`src/rtl/gemm_issue_ctrl_pkg.sv`:
```
// Shared types and default sizing for the GEMM issue controller and its request FIFO.
// The optional weight-reuse feature is selected in the top level with GEMM_WEIGHT_REUSE_EN.
package gemm_issue_ctrl_pkg;

    localparam int REGW             = 4;
    localparam int NREGS            = 1 << REGW;
    localparam int DEPTH_DEF        = 4;
    localparam int WLOAD_CYCLES_DEF = 4;
    localparam int MAX_OUTST_DEF    = 4;

    typedef struct packed {
        logic            new_weight;
        logic [REGW-1:0] rs1;
        logic [REGW-1:0] rs2;
        logic [REGW-1:0] rs3;
        logic [REGW-1:0] rd;
    } gemm_req_t;

    typedef enum logic [1:0] {
        IDLE  = 2'd0,
        RUN   = 2'd1,
        WLOAD = 2'd2
    } gemm_ictl_state_t;

endpackage

```
`src/rtl/gemm_req_fifo.sv`:
```
// Request FIFO for decoded GEMM ops: DEPTH entries (power of 2), synchronous reset,
// head entry read straight out of the storage registers.
module gemm_req_fifo
    import gemm_issue_ctrl_pkg::*;
#(
    parameter int DEPTH = DEPTH_DEF
) (
    input  logic                       clk,
    input  logic                       rst,
    input  logic                       push,
    input  gemm_req_t                  wdata,
    input  logic                       pop,
    output gemm_req_t                  head,
    output logic                       full,
    output logic                       empty,
    output logic [$clog2(DEPTH+1)-1:0] count
);

    localparam int AW = $clog2(DEPTH);
    localparam int CW = $clog2(DEPTH + 1);

    gemm_req_t        mem [DEPTH];
    logic [AW-1:0]    wr_ptr;
    logic [AW-1:0]    rd_ptr;
    logic [CW-1:0]    cnt;
    logic             do_push;
    logic             do_pop;

    assign full    = (cnt == CW'(DEPTH));
    assign empty   = (cnt == '0);
    assign count   = cnt;
    assign do_push = push && !full;
    assign do_pop  = pop && !empty;
    assign head    = mem[rd_ptr];

    // Storage array; contents need no reset because cnt decides what is valid.
    always_ff @(posedge clk) begin
        if (do_push) begin
            mem[wr_ptr] <= wdata;
        end
    end

    // Pointers and occupancy; full is taken from the registered count, so a pop never frees a slot in the same cycle.
    always_ff @(posedge clk) begin
        if (rst) begin
            wr_ptr <= '0;
            rd_ptr <= '0;
            cnt    <= '0;
        end else begin
            if (do_push) begin
                wr_ptr <= wr_ptr + 1'b1;
            end
            if (do_pop) begin
                rd_ptr <= rd_ptr + 1'b1;
            end
            case ({do_push, do_pop})
                2'b10:   cnt <= cnt + 1'b1;
                2'b01:   cnt <= cnt - 1'b1;
                default: cnt <= cnt;
            endcase
        end
    end

endmodule

```
`src/rtl/gemm_issue_ctrl.sv`:
```
// In-order issue scheduler in front of fu_gemm: buffers ops, blocks RAW/WAW hazards with a
// writeback-cleared scoreboard, limits ops in flight and stalls while the array loads weights.
// Optional feature: define GEMM_WEIGHT_REUSE_EN to skip reloading weights already in the array.
module gemm_issue_ctrl
    import gemm_issue_ctrl_pkg::*;
#(
    parameter int DEPTH        = DEPTH_DEF,
    parameter int WLOAD_CYCLES = WLOAD_CYCLES_DEF,
    parameter int MAX_OUTST    = MAX_OUTST_DEF
) (
    input  logic                           CLK,
    input  logic                           RST,
    input  logic                           req_valid,
    output logic                           req_ready,
    input  logic                           req_new_weight,
    input  logic [REGW-1:0]                req_rs1,
    input  logic [REGW-1:0]                req_rs2,
    input  logic [REGW-1:0]                req_rs3,
    input  logic [REGW-1:0]                req_rd,
    input  logic                           array_ready,
    input  logic                           wb_valid,
    input  logic [REGW-1:0]                wb_rd,
    output logic                           gemm_enable,
    output logic                           new_weight_out,
    output logic [REGW-1:0]                rs1_out,
    output logic [REGW-1:0]                rs2_out,
    output logic [REGW-1:0]                rs3_out,
    output logic [REGW-1:0]                rd_out,
    output logic [$clog2(MAX_OUTST+1)-1:0] outst_cnt,
    output logic                           busy
);

    localparam int OCW = $clog2(MAX_OUTST + 1);
    localparam int WLW = $clog2(WLOAD_CYCLES + 1);
    localparam int CW  = $clog2(DEPTH + 1);
    // The pulse cycle of the loading op is the first busy cycle, so the counter covers the remaining ones.
    localparam logic [WLW-1:0] WL_LOAD = WLW'(WLOAD_CYCLES - 1);

    gemm_ictl_state_t state;
    gemm_ictl_state_t state_next;

    gemm_req_t        head;
    logic             fifo_full;
    logic             fifo_empty;
    logic [CW-1:0]    fifo_count;
    logic             push;

    logic [NREGS-1:0] sb;
    logic [NREGS-1:0] sb_eff;
    logic [NREGS-1:0] wb_mask;
    logic             wb_hit;
    logic             hazard;
    logic             issue;
    logic             nw_eff;
    logic             load_weight;
    logic             will_have;
    logic [WLW-1:0]   wl_cnt;

    assign req_ready = !fifo_full;
    assign push      = req_valid && !fifo_full;
    assign wb_hit    = wb_valid && sb[wb_rd];
    assign busy      = !fifo_empty || (outst_cnt != '0) || (wl_cnt != '0);

    gemm_req_fifo #(
        .DEPTH (DEPTH)
    ) u_fifo (
        .clk   (CLK),
        .rst   (RST),
        .push  (push),
        .wdata ('{new_weight: req_new_weight, rs1: req_rs1, rs2: req_rs2, rs3: req_rs3, rd: req_rd}),
        .pop   (issue),
        .head  (head),
        .full  (fifo_full),
        .empty (fifo_empty),
        .count (fifo_count)
    );

`ifdef GEMM_WEIGHT_REUSE_EN
    logic [REGW-1:0] last_w_reg;
    logic            last_w_valid;

    assign nw_eff = head.new_weight && !(last_w_valid && (head.rs2 == last_w_reg));

    // Remember which register the array's weights came from; overwriting that register invalidates it.
    always_ff @(posedge CLK) begin
        if (RST) begin
            last_w_reg   <= '0;
            last_w_valid <= 1'b0;
        end else if (issue) begin
            if (nw_eff) begin
                last_w_reg   <= head.rs2;
                last_w_valid <= (head.rd != head.rs2);
            end else if (head.rd == last_w_reg) begin
                last_w_valid <= 1'b0;
            end
        end
    end
`else
    assign nw_eff = head.new_weight;
`endif

    // Hazard check: a writeback arriving this cycle already releases its register.
    always_comb begin
        wb_mask = '0;
        if (wb_hit) begin
            wb_mask[wb_rd] = 1'b1;
        end
        sb_eff = sb & ~wb_mask;
        hazard = sb_eff[head.rs1] || sb_eff[head.rs2] || sb_eff[head.rs3] || sb_eff[head.rd];
    end

    // Issue decision and next FSM state; a head arriving while IDLE may issue in its first cycle.
    always_comb begin
        issue       = 1'b0;
        load_weight = 1'b0;
        state_next  = state;
        if (!fifo_empty && (state != WLOAD) && (wl_cnt == '0) && array_ready &&
            (outst_cnt < OCW'(MAX_OUTST)) && !hazard) begin
            issue = 1'b1;
        end
        if (issue && nw_eff && (WL_LOAD != '0)) begin
            load_weight = 1'b1;
        end
        will_have = push || (fifo_count > CW'(1)) || ((fifo_count == CW'(1)) && !issue);
        if (load_weight) begin
            state_next = WLOAD;
        end else if (wl_cnt > WLW'(1)) begin
            state_next = WLOAD;
        end else if (will_have) begin
            state_next = RUN;
        end else begin
            state_next = IDLE;
        end
    end

    // FSM state register.
    always_ff @(posedge CLK) begin
        if (RST) begin
            state <= IDLE;
        end else begin
            state <= state_next;
        end
    end

    // Weight-load countdown; issue stays blocked until it reaches zero.
    always_ff @(posedge CLK) begin
        if (RST) begin
            wl_cnt <= '0;
        end else if (load_weight) begin
            wl_cnt <= WL_LOAD;
        end else if (wl_cnt != '0) begin
            wl_cnt <= wl_cnt - 1'b1;
        end
    end

    // Scoreboard: the set from an issue is written last so it wins over a same-cycle clear.
    always_ff @(posedge CLK) begin
        if (RST) begin
            sb <= '0;
        end else begin
            if (wb_hit) begin
                sb[wb_rd] <= 1'b0;
            end
            if (issue) begin
                sb[head.rd] <= 1'b1;
            end
        end
    end

    // In-flight count tracks the number of set scoreboard bits, so it cannot wrap.
    always_ff @(posedge CLK) begin
        if (RST) begin
            outst_cnt <= '0;
        end else begin
            case ({issue, wb_hit})
                2'b10:   outst_cnt <= outst_cnt + 1'b1;
                2'b01:   outst_cnt <= outst_cnt - 1'b1;
                default: outst_cnt <= outst_cnt;
            endcase
        end
    end

    // Registered issue outputs; operands are zeroed whenever nothing issues.
    always_ff @(posedge CLK) begin
        if (RST) begin
            gemm_enable    <= 1'b0;
            new_weight_out <= 1'b0;
            rs1_out        <= '0;
            rs2_out        <= '0;
            rs3_out        <= '0;
            rd_out         <= '0;
        end else begin
            gemm_enable    <= issue;
            new_weight_out <= issue && nw_eff;
            rs1_out        <= issue ? head.rs1 : '0;
            rs2_out        <= issue ? head.rs2 : '0;
            rs3_out        <= issue ? head.rs3 : '0;
            rd_out         <= issue ? head.rd  : '0;
        end
    end

endmodule

```
`config.mk`:
```
export PLATFORM = sky130hd
export DESIGN_NAME = gemm_issue_ctrl
export DESIGN_NICKNAME = d
export VERILOG_FILES = /design/src/rtl/gemm_issue_ctrl_pkg.sv /design/src/rtl/gemm_req_fifo.sv /design/src/rtl/gemm_issue_ctrl.sv
export SDC_FILE = /design/constraint.sdc
export NUM_CORES = 1
export LEC_CHECK = 0
export BUFFER_PORTS_ARGS = -buffer_cell sky130_fd_sc_hd__buf_2
export CAP_MARGIN = 20
export CORE_MARGIN = 2
export CORE_UTILIZATION = 40
export DETAILED_ROUTE_END_ITERATION = 12
export PLACE_DENSITY = 0.69
export SLEW_MARGIN = 0
export SYNTH_ARGS = -nofsm -noshare
export SYNTH_HDL_FRONTEND = slang
export SYNTH_SLANG_ARGS = --single-unit
```
`constraint.sdc`:
```
create_clock -name CLK -period 3.9 [get_ports CLK]
set_input_delay 0 -clock CLK [delete_from_list [all_inputs] [get_ports CLK]]
set_output_delay 0 -clock CLK [all_outputs]
set_load 0.01 [all_outputs]
```
After elaboration in Yosys (flattened, before gate mapping)

Memories as Yosys holds them, arrays and structs flattened. A register that Yosys moved wholly into a read port is not among the register bits.
Cells that the tools add are included.

Register bits after elaboration: 49
RAM bits: 68
Word-level logic and storage cells: 111
Memories: 1

Memory list:

| name       | depth | width | rd ports | clocked after Yosys merged registers in | write ports | line                | text |
|---|---|---|---|---|---|---|---|
| u_fifo.mem | 4     | 17    | 1        | 1                                       | 1           | gemm_req_fifo.sv:22 | `gemm_req_t mem [DEPTH];` |

Add/subtract/negate cells: 7
Order comparisons: 10
Eq/ne operators: 7
Multiplexer cells: 31
Bitwise gates (word level): 6
Reductions and logical operators: 34

Operators by type and width:

| kind                                                                         | number |
|---|---|
| 16-bit 2-to-1 mux                                                            | 4 |
| 16-bit bitwise AND                                                           | 2 |
| 16-bit NOT                                                                   | 2 |
| 4-bit by 5-bit less-than comparator with 1-bit output, second input constant | 5 |
| 1-bit binary-select mux with 4-bit select                                    | 5 |
| 16-bit bitwise OR                                                            | 1 |
| 1-bit logical AND                                                            | 13 |
| 1-bit 2-to-1 mux                                                             | 12 |
| 2-bit 2-to-1 mux                                                             | 6 |
| 3-bit one-hot mux with 2 select lines                                        | 2 |
| 3-bit by 1-bit subtractor with 3-bit output, second input constant           | 3 |
| 1-bit demux with 4-bit select                                                | 2 |
| 4-bit by 1-bit >= comparator with 1-bit output, second input constant        | 2 |
| 1-bit logical OR                                                             | 7 |
| 3-bit by 1-bit adder with 3-bit output, second input constant                | 2 |
| 3-bit by 1-bit > comparator with 1-bit output, second input constant         | 2 |
| 3-bit zero test                                                              | 2 |
| 2-bit nonzero test                                                           | 3 |
| 3-bit nonzero test                                                           | 2 |
| 2-bit by 1-bit adder with 2-bit output, second input constant                | 2 |
| 2-bit by 1-bit == test with 1-bit output, second input constant              | 2 |
| 2-bit == test, second input constant                                         | 2 |
| 1-bit zero test                                                              | 4 |
| 2-bit OR reduction                                                           | 2 |
| 6 further kinds                                                              | 6 |

Logic depth before layout (Yosys ltp)

Depth in word-level cells: 21
Depth in mapped cells: 15

Cells and area by module

Synthesis repeated with hierarchy kept, for this count alone.

Cell total of the unflattened synthesis: 464
Area, all modules: 5800.6 um^2

By module, submodules not included:

| module          | times used | cells an instance | area an instance (um^2) |
|---|---|---|---|
| gemm_req_fifo   | 1          | 143               | 2967.8 |
| gemm_issue_ctrl | 1          | 321               | 2832.7 |

Worst setup path after synthesis

Ideal clock, no wire load.

Path type: reg-to-reg
From: register with a tool-made name
To: register outst_cnt[2]
Arrival time: 3.444 ns
Required time: 3.830 ns
Setup slack: 0.385 ns
Stages on the path, launching flop included: 16
Buffers on the path: 2
Period minus slack after synthesis: 3.515 ns
Path through: dfxtp_1 buf_6 buf_4 mux4_2 inv_1 mux4_2 or2_2 a21oi_1 nor4_4 inv_1 ha_1 inv_1 fa_1 xor2_1 or3_1 a21oi_1

RTL lines:

| what                   | line                   | text |
|---|---|---|
| end signal: assignment | gemm_issue_ctrl.sv:176 | `2'b10: outst_cnt <= outst_cnt + 1'b1;` |
| end signal: assignment | gemm_issue_ctrl.sv:177 | `2'b01: outst_cnt <= outst_cnt - 1'b1;` |
| end signal: assignment | gemm_issue_ctrl.sv:178 | `default: outst_cnt <= outst_cnt;` |
| end: declaration       | gemm_issue_ctrl.sv:29  | `output logic [$clog2(MAX_OUTST+1)-1:0] outst_cnt,` |

==> qor.csv <==
metric;value;unit
initial DRC count;292;
distinct cell type count after synthesis;59;
RR Endpoint;u_fifo.count[2];
clk_skew;0.0104;ns
Post-Synth Simple-Gate Area;0.0982;
Setup crit end kind;flop;
grt ovf;0;
Internal;2.74;mW
setup bufs post-CTS;0;
Placed Cells;634;
dpl ws;0.124;ns
die extent in y;120;um
Post-DRT Antenna Nets;0;
fmax;0.271;GHz
worst-skew pair later-pin latency;0.42;ns
min-delay src;RST;
vias in the first global route;3698;
ys flop type;edfxtp_1;
setup violators final;0;
flops & latches, synth;119;
Synth Instances;406;
pin count of the biggest net entering global routing;34;
Ports;49;
P_sw;1.15;mW
Initial Util;0.410;
Critical Path Fanout Max;22;
Synth warnings;0;
xor/xnor share of the synthesized area;0.0130;
combinational family with the most area after synthesis;multiplexers;
final worst path period need;3.69;ns
initial antenna violation count;0;
syn_area_per_cell;13.3;sq um
Worst EP arrival;4.03;ns
Pwr Density;585;nW/um^2
DR WL/cell;18.2;um
Clock transition at path regs;0.06;ns
Hold Path Depth;2;
WHS Endpoint;u_fifo.rd_ptr[0];
Post-synth ARST share;0;
Required @ worst endpoint;4.24;ns
Seq/Total Area, Yosys;0.567;
Fin. Hold Viols;0;
RSZ-0062 raised after global routing;no;
Synth Area in Compound Gates;0.0857;
DRT Pass-1 Iters;5;
floorplan core area;13200;sq um
layout cells sized above 1;0.299;
Sw Ratio;0.295;
total number of vias;3704;
die width;120;um
commonest non-fill, non-tap cells in the layout;edfxtp_1, dfxtp_1, buf_2;
Worst R2R Path Depth;11;
Mapped Nets;446;
combinational share of power;0.220;
Layout area overhead;23.0;%
Final WS setup;0.213;ns
HPWL Detailed;8.90;mm
max-slew violations;0;
fin crit share;0.945;
power share of the sequential group;0.389;
CTS Buffer Depth;2;
Worst-Margin Slew;0.912;ns
# rows;42;
placer congestion estimate;0.911;
WS Path Type;reg -> reg;
Slew HR;0.392;
nets;535;
non-filler cells, final;684;
adder-cell share of the synthesized area;0.0338;
Root Driver;clkbuf_16;
Num CTS Buffers;17;
worst hold path class;in -> reg;
clock sinks;119;
Clock power frac;0.392;
final wirelength;12.5;mm
Fillers;1141;
CTS tree;done;
max cap viols;0;
CTS H-tree depth;4;
ant diodes;0;
gr usage total;0.187;
drt drc;0;
most common cell after layout, fill and taps aside;edfxtp_1;
die area;14400;sq um
mapped cell area;5400;sq um
status;completed;
IO Port Bufs;48;
first-pass GRT wire length;19.9;mm
peak supply drop;0.000290;V
Startpoint Class;flop;
Post-synth EDFFs;68;
Leak;2.43;nW
TNS Setup;0;ns
Via density;5.42;
multiplexer area fraction after synthesis;0.155;
fin util;0.504;
R2R Setup Slk;0.21;ns
==> critical path, cell delays in order (launching register included) <==
cell	delay (ns)
dfxtp_2	0.43
buf_4	0.18
mux4_2	0.64
clkinv_1	0.18
mux4_2	0.20
mux2i_1	0.08
a211o_1	0.34
nor4_4	0.36
buf_4	0.33
ha_1	0.33
or3_1	0.38
a21oi_1	0.15
==> cells in the mapped netlist, types with 5 or more instances <==
cell	instances	area (sq um)
a21oi_1	28	140
nand3_1	19	95.1
nor2_2	6	37.5
inv_2	6	22.5
nor3_1	5	25.0
nor2_1	28	105
nand2b_1	5	31.3
inv_1	25	93.8
o211ai_1	12	90.1
mux4_2	29	653
dfxtp_1	51	1020
o21ai_0	18	90.1
edfxtp_1	68	2040
mux2i_1	12	120
ha_1	13	163
nand2_1	9	33.8
buf_6	6	67.6
==> state kept, by name, summed over array words and instances, names as in the netlist, 2 cells and up, named ones only <==
name and flops:
outst_cnt 3, u_fifo.rd_ptr 2, state 2, rs1_out 4
wl_cnt 3, rs3_out 4, u_fifo.mem 68, u_fifo.count 3
rd_out 4, u_fifo.wr_ptr 2, sb 16, rs2_out 4
==> worst max path at each step <==
stage / from / end / slack, ns / cells past startpoint
floorplan: flop / outst_cnt[2] / 0.39 / 15
global placement: flop / u_fifo.count[2] / 0.21 / 11
detailed placement: flop / u_fifo.count[2] / 0.12 / 11
CTS: flop / u_fifo.count[2] / 0.08 / 11
global route: flop / outst_cnt[2] / 0.06 / 14
finish: flop / u_fifo.count[2] / 0.21 / 11
==> kinds of logic (layout without fill, tap and decap cells) <==
logic type,after synthesis,after routing
AO/OA/AOI/OAI,74,74
XOR/XNOR,8,8
adder cells (fa/ha/maj),14,14
buffers and inverters,49,151
flip-flops,119,119
multiplexers,45,45
AND/OR/NAND/NOR,97,97
==> power by group through the flow <==
| stage | clock [mW] | combinational, mW | sequential (mW) |
|---|---|---|---|
| finish | 1.52 | 0.854 | 1.51 |
| global route | 1.61 | 0.943 | 1.53 |
| CTS | 1.55 | 0.859 | 1.51 |
| detailed placement | 0 | 0.836 | 1.54 |
| global placement | 0 | 0.824 | 1.53 |
| floorplan | 0 | 0.616 | 1.53 |
==> layout make-up <==
type | count | area (sq um) | area share
inverter | 33 | 125 | 0.0188
clock buffer | 18 | 429 | 0.0646
clock inverter | 14 | 150 | 0.0226
multi-input combinational | 238 | 2080 | 0.314
tap | 176 | 220 | 0.0332
sequential | 119 | 3060 | 0.461
timing repair buffer | 86 | 571 | 0.0859
==> layer usage <==
layer,GRT usage,wire length (um)
met5,0,0
met4,0.0868,307
met3,0.0476,687
met2,0.297,6110
met1,0.239,5350
==> metrics by stage <==
stage                     hold slack [ns]  total power, mW  instance area [sq um]
after detailed placement            0.220             2.37                   5880
after CTS                          0.0686             3.92                   6640
after floorplan                    0.0989             2.14                   5400
after global routing               0.0903             4.08                   6640
after global placement              0.211             2.36                   5880
final                              0.0835             3.89                   6640
==> repair_timing <==
item / in CTS / in global routing
resized for setup: 0 / 1
setup endpoints to repair: 0 / 2
hold endpoints to repair: 69 / 0
hold buffers: 18 / 0
Note: power is estimated with default switching activity, not from simulation.
